===== src/rtl/uart_dbg_loader.sv =====
// Host-side debug loader: decodes framed UART commands into debug-port word
// writes/reads, controls the core reset, and replies through the UART transmitter.
module uart_dbg_loader #(
    parameter int WR_CYCLES   = 4,
    parameter int RD_CYCLES   = 2,
    parameter int TIMEOUT     = 50000,
    parameter int BOOT_HALTED = 1
) (
    input  logic        clk,
    input  logic        n_reset,
    input  logic [7:0]  rx_data,
    input  logic        rx_valid,
    output logic [7:0]  tx_data,
    output logic        tx_valid,
    input  logic        tx_ready,
    output logic        dbg_mem_op,
    output logic [3:0]  dbg_wren,
    output logic [31:0] dbg_adr,
    output logic [31:0] dbg_do,
    input  logic [31:0] dbg_di,
    output logic        cpu_n_reset
);

    typedef enum logic [2:0] {
        IDLE, ADDR, DATA, WRITE, READ, TX_ACK, TX_NAK, TX_RD
    } state_t;

    localparam int CYC_MAX = (WR_CYCLES > RD_CYCLES) ? WR_CYCLES : RD_CYCLES;
    localparam int CYC_W   = $clog2(CYC_MAX + 1);
    localparam int TMO_W   = $clog2(TIMEOUT + 1);

    localparam logic [CYC_W-1:0] WR_LAST  = CYC_W'(WR_CYCLES - 1);
    localparam logic [CYC_W-1:0] RD_LAST  = CYC_W'(RD_CYCLES - 1);
    localparam logic [TMO_W-1:0] TMO_LAST = TMO_W'(TIMEOUT - 1);
    localparam logic [TMO_W-1:0] TMO_ONE  = TMO_W'(1);
    localparam logic [CYC_W-1:0] CYC_ONE  = CYC_W'(1);

    localparam logic [7:0] CMD_W = 8'h57;
    localparam logic [7:0] CMD_R = 8'h52;
    localparam logic [7:0] CMD_H = 8'h48;
    localparam logic [7:0] CMD_G = 8'h47;
    localparam logic [7:0] ACK   = 8'h06;
    localparam logic [7:0] NAK   = 8'h15;

    state_t             state_q, state_d;
    logic [1:0]         byte_cnt_q, byte_cnt_d;
    logic               is_wr_q, is_wr_d;
    logic [31:0]        addr_q, addr_d;
    logic [31:0]        data_q, data_d;
    logic [31:0]        rd_q, rd_d;
    logic [CYC_W-1:0]   cyc_q, cyc_d;
    logic [TMO_W-1:0]   tmo_q, tmo_d;
    logic [1:0]         tx_idx_q, tx_idx_d;
    logic               dbg_mem_op_q, dbg_mem_op_d;
    logic [3:0]         dbg_wren_q, dbg_wren_d;
    logic [31:0]        dbg_adr_q, dbg_adr_d;
    logic [31:0]        dbg_do_q, dbg_do_d;
    logic               tx_valid_q, tx_valid_d;
    logic [7:0]         tx_data_q, tx_data_d;
    logic               cpu_n_reset_q, cpu_n_reset_d;

    always_comb begin
        state_d       = state_q;
        byte_cnt_d    = byte_cnt_q;
        is_wr_d       = is_wr_q;
        addr_d        = addr_q;
        data_d        = data_q;
        rd_d          = rd_q;
        cyc_d         = cyc_q;
        tmo_d         = tmo_q;
        tx_idx_d      = tx_idx_q;
        dbg_mem_op_d  = dbg_mem_op_q;
        dbg_wren_d    = dbg_wren_q;
        dbg_adr_d     = dbg_adr_q;
        dbg_do_d      = dbg_do_q;
        tx_valid_d    = tx_valid_q;
        tx_data_d     = tx_data_q;
        cpu_n_reset_d = cpu_n_reset_q;

        case (state_q)
            IDLE: begin
                if (rx_valid) begin
                    case (rx_data)
                        CMD_W, CMD_R: begin
                            is_wr_d    = (rx_data == CMD_W);
                            byte_cnt_d = 2'd0;
                            tmo_d      = '0;
                            state_d    = ADDR;
                        end
                        CMD_H, CMD_G: begin
                            cpu_n_reset_d = (rx_data == CMD_G);
                            tx_valid_d    = 1'b1;
                            tx_data_d     = ACK;
                            state_d       = TX_ACK;
                        end
                        default: begin
                            tx_valid_d = 1'b1;
                            tx_data_d  = NAK;
                            state_d    = TX_NAK;
                        end
                    endcase
                end
            end

            ADDR: begin
                if (rx_valid) begin
                    tmo_d      = '0;
                    addr_d     = {rx_data, addr_q[31:8]};
                    byte_cnt_d = byte_cnt_q + 2'd1;
                    if (byte_cnt_q == 2'd3) begin
                        if (is_wr_q) begin
                            state_d = DATA;
                        end else if (!cpu_n_reset_q) begin
                            dbg_mem_op_d = 1'b1;
                            dbg_wren_d   = 4'h0;
                            dbg_adr_d    = addr_d;
                            cyc_d        = '0;
                            state_d      = READ;
                        end else begin
                            tx_valid_d = 1'b1;
                            tx_data_d  = NAK;
                            state_d    = TX_NAK;
                        end
                    end
                end else if (tmo_q == TMO_LAST) begin
                    tx_valid_d = 1'b1;
                    tx_data_d  = NAK;
                    state_d    = TX_NAK;
                end else begin
                    tmo_d = tmo_q + TMO_ONE;
                end
            end

            // The memory bus is only touched while the core is held in reset.
            DATA: begin
                if (rx_valid) begin
                    tmo_d      = '0;
                    data_d     = {rx_data, data_q[31:8]};
                    byte_cnt_d = byte_cnt_q + 2'd1;
                    if (byte_cnt_q == 2'd3) begin
                        if (!cpu_n_reset_q) begin
                            dbg_mem_op_d = 1'b1;
                            dbg_wren_d   = 4'hF;
                            dbg_adr_d    = addr_q;
                            dbg_do_d     = data_d;
                            cyc_d        = '0;
                            state_d      = WRITE;
                        end else begin
                            tx_valid_d = 1'b1;
                            tx_data_d  = NAK;
                            state_d    = TX_NAK;
                        end
                    end
                end else if (tmo_q == TMO_LAST) begin
                    tx_valid_d = 1'b1;
                    tx_data_d  = NAK;
                    state_d    = TX_NAK;
                end else begin
                    tmo_d = tmo_q + TMO_ONE;
                end
            end

            WRITE: begin
                if (cyc_q == WR_LAST) begin
                    dbg_mem_op_d = 1'b0;
                    dbg_wren_d   = 4'h0;
                    dbg_adr_d    = '0;
                    dbg_do_d     = '0;
                    tx_valid_d   = 1'b1;
                    tx_data_d    = ACK;
                    state_d      = TX_ACK;
                end else begin
                    cyc_d = cyc_q + CYC_ONE;
                end
            end

            READ: begin
                if (cyc_q == RD_LAST) begin
                    rd_d         = dbg_di;
                    dbg_mem_op_d = 1'b0;
                    dbg_wren_d   = 4'h0;
                    dbg_adr_d    = '0;
                    dbg_do_d     = '0;
                    tx_idx_d     = 2'd0;
                    tx_valid_d   = 1'b1;
                    tx_data_d    = dbg_di[7:0];
                    state_d      = TX_RD;
                end else begin
                    cyc_d = cyc_q + CYC_ONE;
                end
            end

            TX_ACK, TX_NAK: begin
                if (tx_ready) begin
                    tx_valid_d = 1'b0;
                    state_d    = IDLE;
                end
            end

            // Read data goes out least significant byte first.
            TX_RD: begin
                if (tx_ready) begin
                    if (tx_idx_q == 2'd3) begin
                        tx_valid_d = 1'b0;
                        state_d    = IDLE;
                    end else begin
                        tx_idx_d  = tx_idx_q + 2'd1;
                        tx_data_d = rd_q[{tx_idx_d, 3'b000} +: 8];
                    end
                end
            end

            default: state_d = IDLE;
        endcase
    end

    always_ff @(posedge clk or negedge n_reset) begin
        if (!n_reset) begin
            state_q       <= IDLE;
            byte_cnt_q    <= 2'd0;
            is_wr_q       <= 1'b0;
            addr_q        <= '0;
            data_q        <= '0;
            rd_q          <= '0;
            cyc_q         <= '0;
            tmo_q         <= '0;
            tx_idx_q      <= 2'd0;
            dbg_mem_op_q  <= 1'b0;
            dbg_wren_q    <= 4'h0;
            dbg_adr_q     <= '0;
            dbg_do_q      <= '0;
            tx_valid_q    <= 1'b0;
            tx_data_q     <= 8'h00;
            cpu_n_reset_q <= (BOOT_HALTED == 0);
        end else begin
            state_q       <= state_d;
            byte_cnt_q    <= byte_cnt_d;
            is_wr_q       <= is_wr_d;
            addr_q        <= addr_d;
            data_q        <= data_d;
            rd_q          <= rd_d;
            cyc_q         <= cyc_d;
            tmo_q         <= tmo_d;
            tx_idx_q      <= tx_idx_d;
            dbg_mem_op_q  <= dbg_mem_op_d;
            dbg_wren_q    <= dbg_wren_d;
            dbg_adr_q     <= dbg_adr_d;
            dbg_do_q      <= dbg_do_d;
            tx_valid_q    <= tx_valid_d;
            tx_data_q     <= tx_data_d;
            cpu_n_reset_q <= cpu_n_reset_d;
        end
    end

    assign tx_data     = tx_data_q;
    assign tx_valid    = tx_valid_q;
    assign dbg_mem_op  = dbg_mem_op_q;
    assign dbg_wren    = dbg_wren_q;
    assign dbg_adr     = dbg_adr_q;
    assign dbg_do      = dbg_do_q;
    assign cpu_n_reset = cpu_n_reset_q;

endmodule


===== config.mk =====
export PLATFORM = sky130hd
export DESIGN_NAME = uart_dbg_loader
export DESIGN_NICKNAME = d
export VERILOG_FILES = /design/src/rtl/uart_dbg_loader.sv
export SDC_FILE = /design/constraint.sdc
export NUM_CORES = 1
export LEC_CHECK = 0
export BUFFER_PORTS_ARGS = -buffer_cell sky130_fd_sc_hd__buf_4
export CORE_MARGIN = 4
export CORE_UTILIZATION = 55
export CTS_CLUSTER_DIAMETER = 100
export DETAILED_ROUTE_END_ITERATION = 8
export PLACE_DENSITY = 0.81
export SYNTH_ARGS = -nofsm -noshare
export SYNTH_HDL_FRONTEND = slang
export SYNTH_SLANG_ARGS = --single-unit

===== constraint.sdc =====
create_clock -name clk -period 4.5 [get_ports clk]
set_input_delay 0.9 -clock clk [delete_from_list [all_inputs] [get_ports clk]]
set_output_delay 0.9 -clock clk [all_outputs]
set_load 0.01 [all_outputs]

* Yosys cells after proc, flatten, opt, wreduce, memory -nomap -nowiden
Index checks and enable logic that the tools add are counted.
** Storage, ports and cells
- ROM bits :: 0
- Input bits :: 44
- Bits in latches :: 0
- Register bits :: 202
- Word-level logic and storage cells :: 185
- Bits in writable memories :: 0
- Output and inout bits :: 79
- Memories kept :: 0
** Cells by class
- $mul :: 0
- Equal/unequal tests :: 39
- Mux-type cells :: 100
- Shift-type cells :: 1
- Bitwise logic cells :: 0
- Reduce and logical (&&, ||, !) cells :: 25
- Divide/modulo/power cells :: 0
- $lt $le $gt $ge :: 0
- Add/subtract/negate cells :: 4
** Operator list (count)
- $mux 32 :: 12
- $pmux 32 s4 :: 1
- $mux 8 :: 12
- $pmux 32 s3 :: 1
- $mux 16 :: 4
- $mux 3 :: 21
- $pmux 8 s6 :: 1
- $mux 4 :: 9
- $ne 2x2->1 const B :: 17
- $eq 8x7->1 const B :: 4
- $pmux 16 s2 :: 1
- $shiftx 32x6->8 :: 1
- $reduce_and 10->1 :: 3
- $reduce_and 8->1 :: 3
- $mux 1 :: 22
- $pmux 3 s7 :: 1
- $add 16x1->16 const B :: 1
- $eq 16x16->1 const B :: 1
- $pmux 4 s4 :: 1
- $pmux 8 s2 :: 1
- $mux 2 :: 7
- $eq 3x3->1 const B :: 4
- $ne 3x3->1 const B :: 4
- $pmux 3 s4 :: 1
- 20 further kinds :: 36

* Longest topological paths before layout
- Depth after elaboration :: 5
- Depth in mapped cells :: 9
- Depth with buffers taken out :: 7

* Least setup slack after synthesis
OpenSTA, ideal clock, no wires.
- Path type :: input to register
- From :: input rx_data[2]
- To :: register tx_data_q[0], in the netlist tx_data[0]
- Setup time :: 125 ps
- Setup slack :: 1909 ps
- Required time :: 4375 ps
- Arrival time :: 2466 ps
- Stages on the path :: 6
- Path buffers :: 1
- Path through :: buf_2 or4b_1 a2111oi_0 a221o_1 nor4_1 mux2_2
** Between the ends
- Word-level cells in the longest chain between the ends :: 5
- Elaborated cells on any way between the ends :: 11
- Those cells by class :: eq/ne (5); mux (3); reduce/logical (3)
** Ends and longest elaborated chain
- start, declared :: line 11 : input logic [7:0] rx_data,
- $eq 8x7->1 :: line 83 : case (rx_data)
- $reduce_or 2->1 :: line 83
- $pmux 8 s2 :: line 83
- $mux 8 :: line 82 : if (rx_valid) begin
- $pmux 8 s6 :: line 80 : case (state_q)
- end signal, assigned :: line 250 : tx_data_q <= tx_data_d;
- end, declared :: line 59 : logic [7:0] tx_data_q, tx_data_d;
Several ways; a longest one is shown, not always the timed one. The select of a mux whose other input is x is not followed.
A chain may end at the register's enable or synchronous reset.

* Final worst setup path
- From :: register state_q[2]
- To :: register tx_data_q[3], in the netlist tx_data[3]
** Between the ends
- Word-level cells in the longest chain between the ends :: 3
- Elaborated cells on any way between the ends :: 18
- Those cells by class :: eq/ne (14); mux (1); reduce/logical (3)
** Ends and longest elaborated chain
- start, declared :: line 45 : state_t state_q, state_d;
- start signal, assigned :: line 236 : state_q <= state_d;
- $eq 3x3->1 (tied with other cells) :: line 80
- $reduce_bool 6->1 (no source line) (tied with other cells)
- $reduce_and 10->1 (no source line)
Several ways; a longest one is shown, not always the timed one.

==> summary.txt <==
Run status
  – Status: finished, final reports clean

Die
  – Initial Util: 0.565
  – DIE AREA: 17,700 um^2
  – Core area: 15,300 um^2
  – DIE HEIGHT: 133 um
  – Die X: 133 um
  – IO Count: 123
  – Row count: 45

Clock tree
  – CTS buffer count: 17
  – Post-CTS Setup Inserts: 0
  – Clk sink count: 191
  – CTS tree: done
  – Clk Latency, worst-skew pair: 0.44 ns
  – Hold-fix buffer count after cts: 0
  – Max Root-Sink Buffers: 2
  – Post-CTS sizing: 0
  – H-tree levels: 4
  – Clk pin slew, worst setup/hold paths: 0.07 ns
  – Root Driver: clkbuf_16

STA
  – RSZ-0062 raised after global routing: false
  – Final Hold Vio Count: 0
  – Setup TNS: 0 ns
  – Relative slew margins: 0.243
  – Max-slew violation count: 0
  – Fin crit share: 0.699
  – WHS: 0.401 ns
  – Clock Skew: 0.0127 ns
  – F_max: 0.318 GHz
  – Final setup fails: 0
  – Measured slew at the worst slew-check pin: 1.14 ns
  – Post-layout min period: 3.14 ns

Detailed routing
  – Antenna viol nets, final: 0
  – Met3 WL: 1170 um
  – Via count: 6,372
  – DRC violations left: 0
  – WL met2: 9330 um
  – WL per Instance: 17.7 um
  – Final WL: 19,300 um
  – Vias/cell: 5.84
  – DR iter-0 viols: 527
  – Top layer in use: met4
  – Wl on met1: 8600 um
  – Pre-antenna DRT Iters: 5

Placement
  – GP Congestion: 0.878
  – Placed insts: 1,060
  – Detailed-placement wirelength estimate: 12,500 um
  – Port-buffer cells: 122

Pwr
  – PwrDens: 761 nW/um^2
  – Peak supply drop: 483 uV
  – Leak pwr: 0.00477 uW

Setup path
  – WP data required: 4.82 ns
  – Crit-path max cell delay: 1.02 ns
  – Cell Chain, Critical Path: inv_1 -> and4_1 -> a22o_2 -> nor4_4 -> mux2_2
  – Slowest cell on crit path: dfrtp_1
  – Critical path capture point type: register
  – Arr. time, crit path: 3.46 ns
  – CP max FO: 31
  – Startpoint types: register
  – Kind of critical path: reg2reg

Layout
  – Most frequent cells in the layout: 191 x dfrtp_1, 129 x buf_4, 118 x nand2_1
  – Fraction of layout cells with a size suffix above 1: 0.287
  – Commonest non-fill, non-tap cell in the layout: dfrtp_1
  – Area delta synth->final: 18.7%
  – Antenna cells: 0
  – Finished Core Util: 0.670
  – Final nets: 918
  – Post-Layout Cell Count: 1,092

Yosys
  – Total nets after synthesis: 826
  – Synth Instances: 776
  – Sequential share of the synthesized area: 0.555
  – YS warnings: 0
  – Number of flops mapped to enable cells by yosys: 0
  – Avg Inst Size Synth: 11.1 um^2
  – Top post-synthesis cells by area: dfrtp_1 55%, mux2_2 8.9%, nand2_1 5.1%
  – Largest area contributor in the netlist: dfrtp_1
  – Async set-or-reset flop fraction in the synthesized netlist: 1.00
  – #FFs+latches synth: 191
  – Synth Cell Area: 8610 um^2
  – Top cell type's share of synthesized area: 0.555
  – Top_reg_cell synth: dfrtp_1
  – Synth cell types: 65

GRT
  – Largest net degree at the start of global routing: 101
  – Total track usage: 0.226
  – Vias in the first global route: 6,395
  – Global-route wire length before repair: 32,600 um
  – Remaining global-route overflow: 0
  – Initial antenna violation count: 0

Run
  – Max_cap viols: 0

Min path
  – Hold Path Class: in2async
[cell usage after synthesis (6+ instances only)]
cell      instances
dfrtp_1         191
ha_1              6
nand4_1           7
nor2b_1           6
buf_2            21
a22oi_1          38
a21oi_1          43
clkbuf_1         29
nand2_1         118
o21ai_0          37
mux4_2            8
inv_1             6
mux2_2           68
nor2_1           55
nor3_1            7
nand3_1          12
a22o_1           36
[area by class of cell]
cell class              instances  area [um^2]
repair buffers                131         1000
flip-flops and latches        191         4780
clock buffers                  20          457
multi-input cells             521         3550
inverters                       6         22.5
clock inverters                12          151
fillers                      1112         5030
well taps                     211          264
[routing by layer]
| layer | global-route usage | vias to the layer above |
|---|---|---|
| li1 | - | 2974 |
| met1 | 0.318 | 3196 |
| met2 | 0.355 | 180 |
| met3 | 0.0578 | 22 |
| met4 | 0.0594 | 0 |
| met5 | 0 | - |
[where the power goes]
| part | leakage (uW) | total [uW] | switching (uW) | internal (uW) |
|---|---|---|---|---|
| registers | 0.00240 | 3100 | 620 | 2480 |
| logic | 0.00207 | 3160 | 1670 | 1500 |
| clock network | 0.000298 | 1530 | 663 | 863 |
[through the flow]
stage               power (uW)  setup slack, ns  area, um^2
global route              8350             1.16       10200
detailed placement        6260             1.42        9620
finish                    7790             1.36       10200
floorplan                 5170             1.91        8610
global placement          6140             1.49        9620
CTS                       7820             1.40       10200
[worst max-delay path: cells and delay by family (launching register included)]
kind                   cells  cell delay, ns
AOI/OAI and AO/OA          1            0.29
buffers and inverters      1            0.45
DFF                        1            1.02
muxes                      1            0.40
and+or+nand+nor            2            0.86
[state kept, by name, summed over array words and instances, names as in the netlist, 3 cells and up]
name     cells
tmo_q       16
state_q      3
rd_q        32
dbg_do      32
addr_q      32
tx_data      8
cyc_q        3
dbg_adr     32
data_q      24
[logic make-up (layout without fill, tap and decap cells)]
logic type               count (synthesis)  count (layout)  share of synthesized area
multiplexers                            78              78                      0.112
flip-flops                             191             191                      0.555
AND/OR/NAND/NOR                        245             245                      0.135
adder cells (fa/ha/maj)                  6               6                    0.00871
AO/OA/AOI/OAI                          187             187                      0.148
buffers and inverters                   64             169                     0.0357
XOR/XNOR                                 5               5                    0.00508
[final timing paths]
| kind | startpoint | endpoint | slack, ns | cells after the start |
|---|---|---|---|---|
| worst min-delay path | n_reset | byte_cnt_q[1]$_DFFE_PN0P_ | 0.40 | 1 |
| worst max register to register | state_q[2]$_DFFE_PN0P_ | tx_data[3]$_DFFE_PN0P_ | 1.36 | 5 |
| worst max-delay path | state_q[2]$_DFFE_PN0P_ | tx_data[3]$_DFFE_PN0P_ | 1.36 | 5 |
| max in group asynchronous | n_reset | dbg_do[24]$_DFFE_PN0P_ | 3.18 | 2 |
| min in group clk | rd_q[21]$_DFFE_PN0P_ | rd_q[21]$_DFFE_PN0P_ | 0.47 | 2 |
| worst min register to register | rd_q[21]$_DFFE_PN0P_ | rd_q[21]$_DFFE_PN0P_ | 0.47 | 2 |
Note: power is estimated with default switching activity, not from simulation.
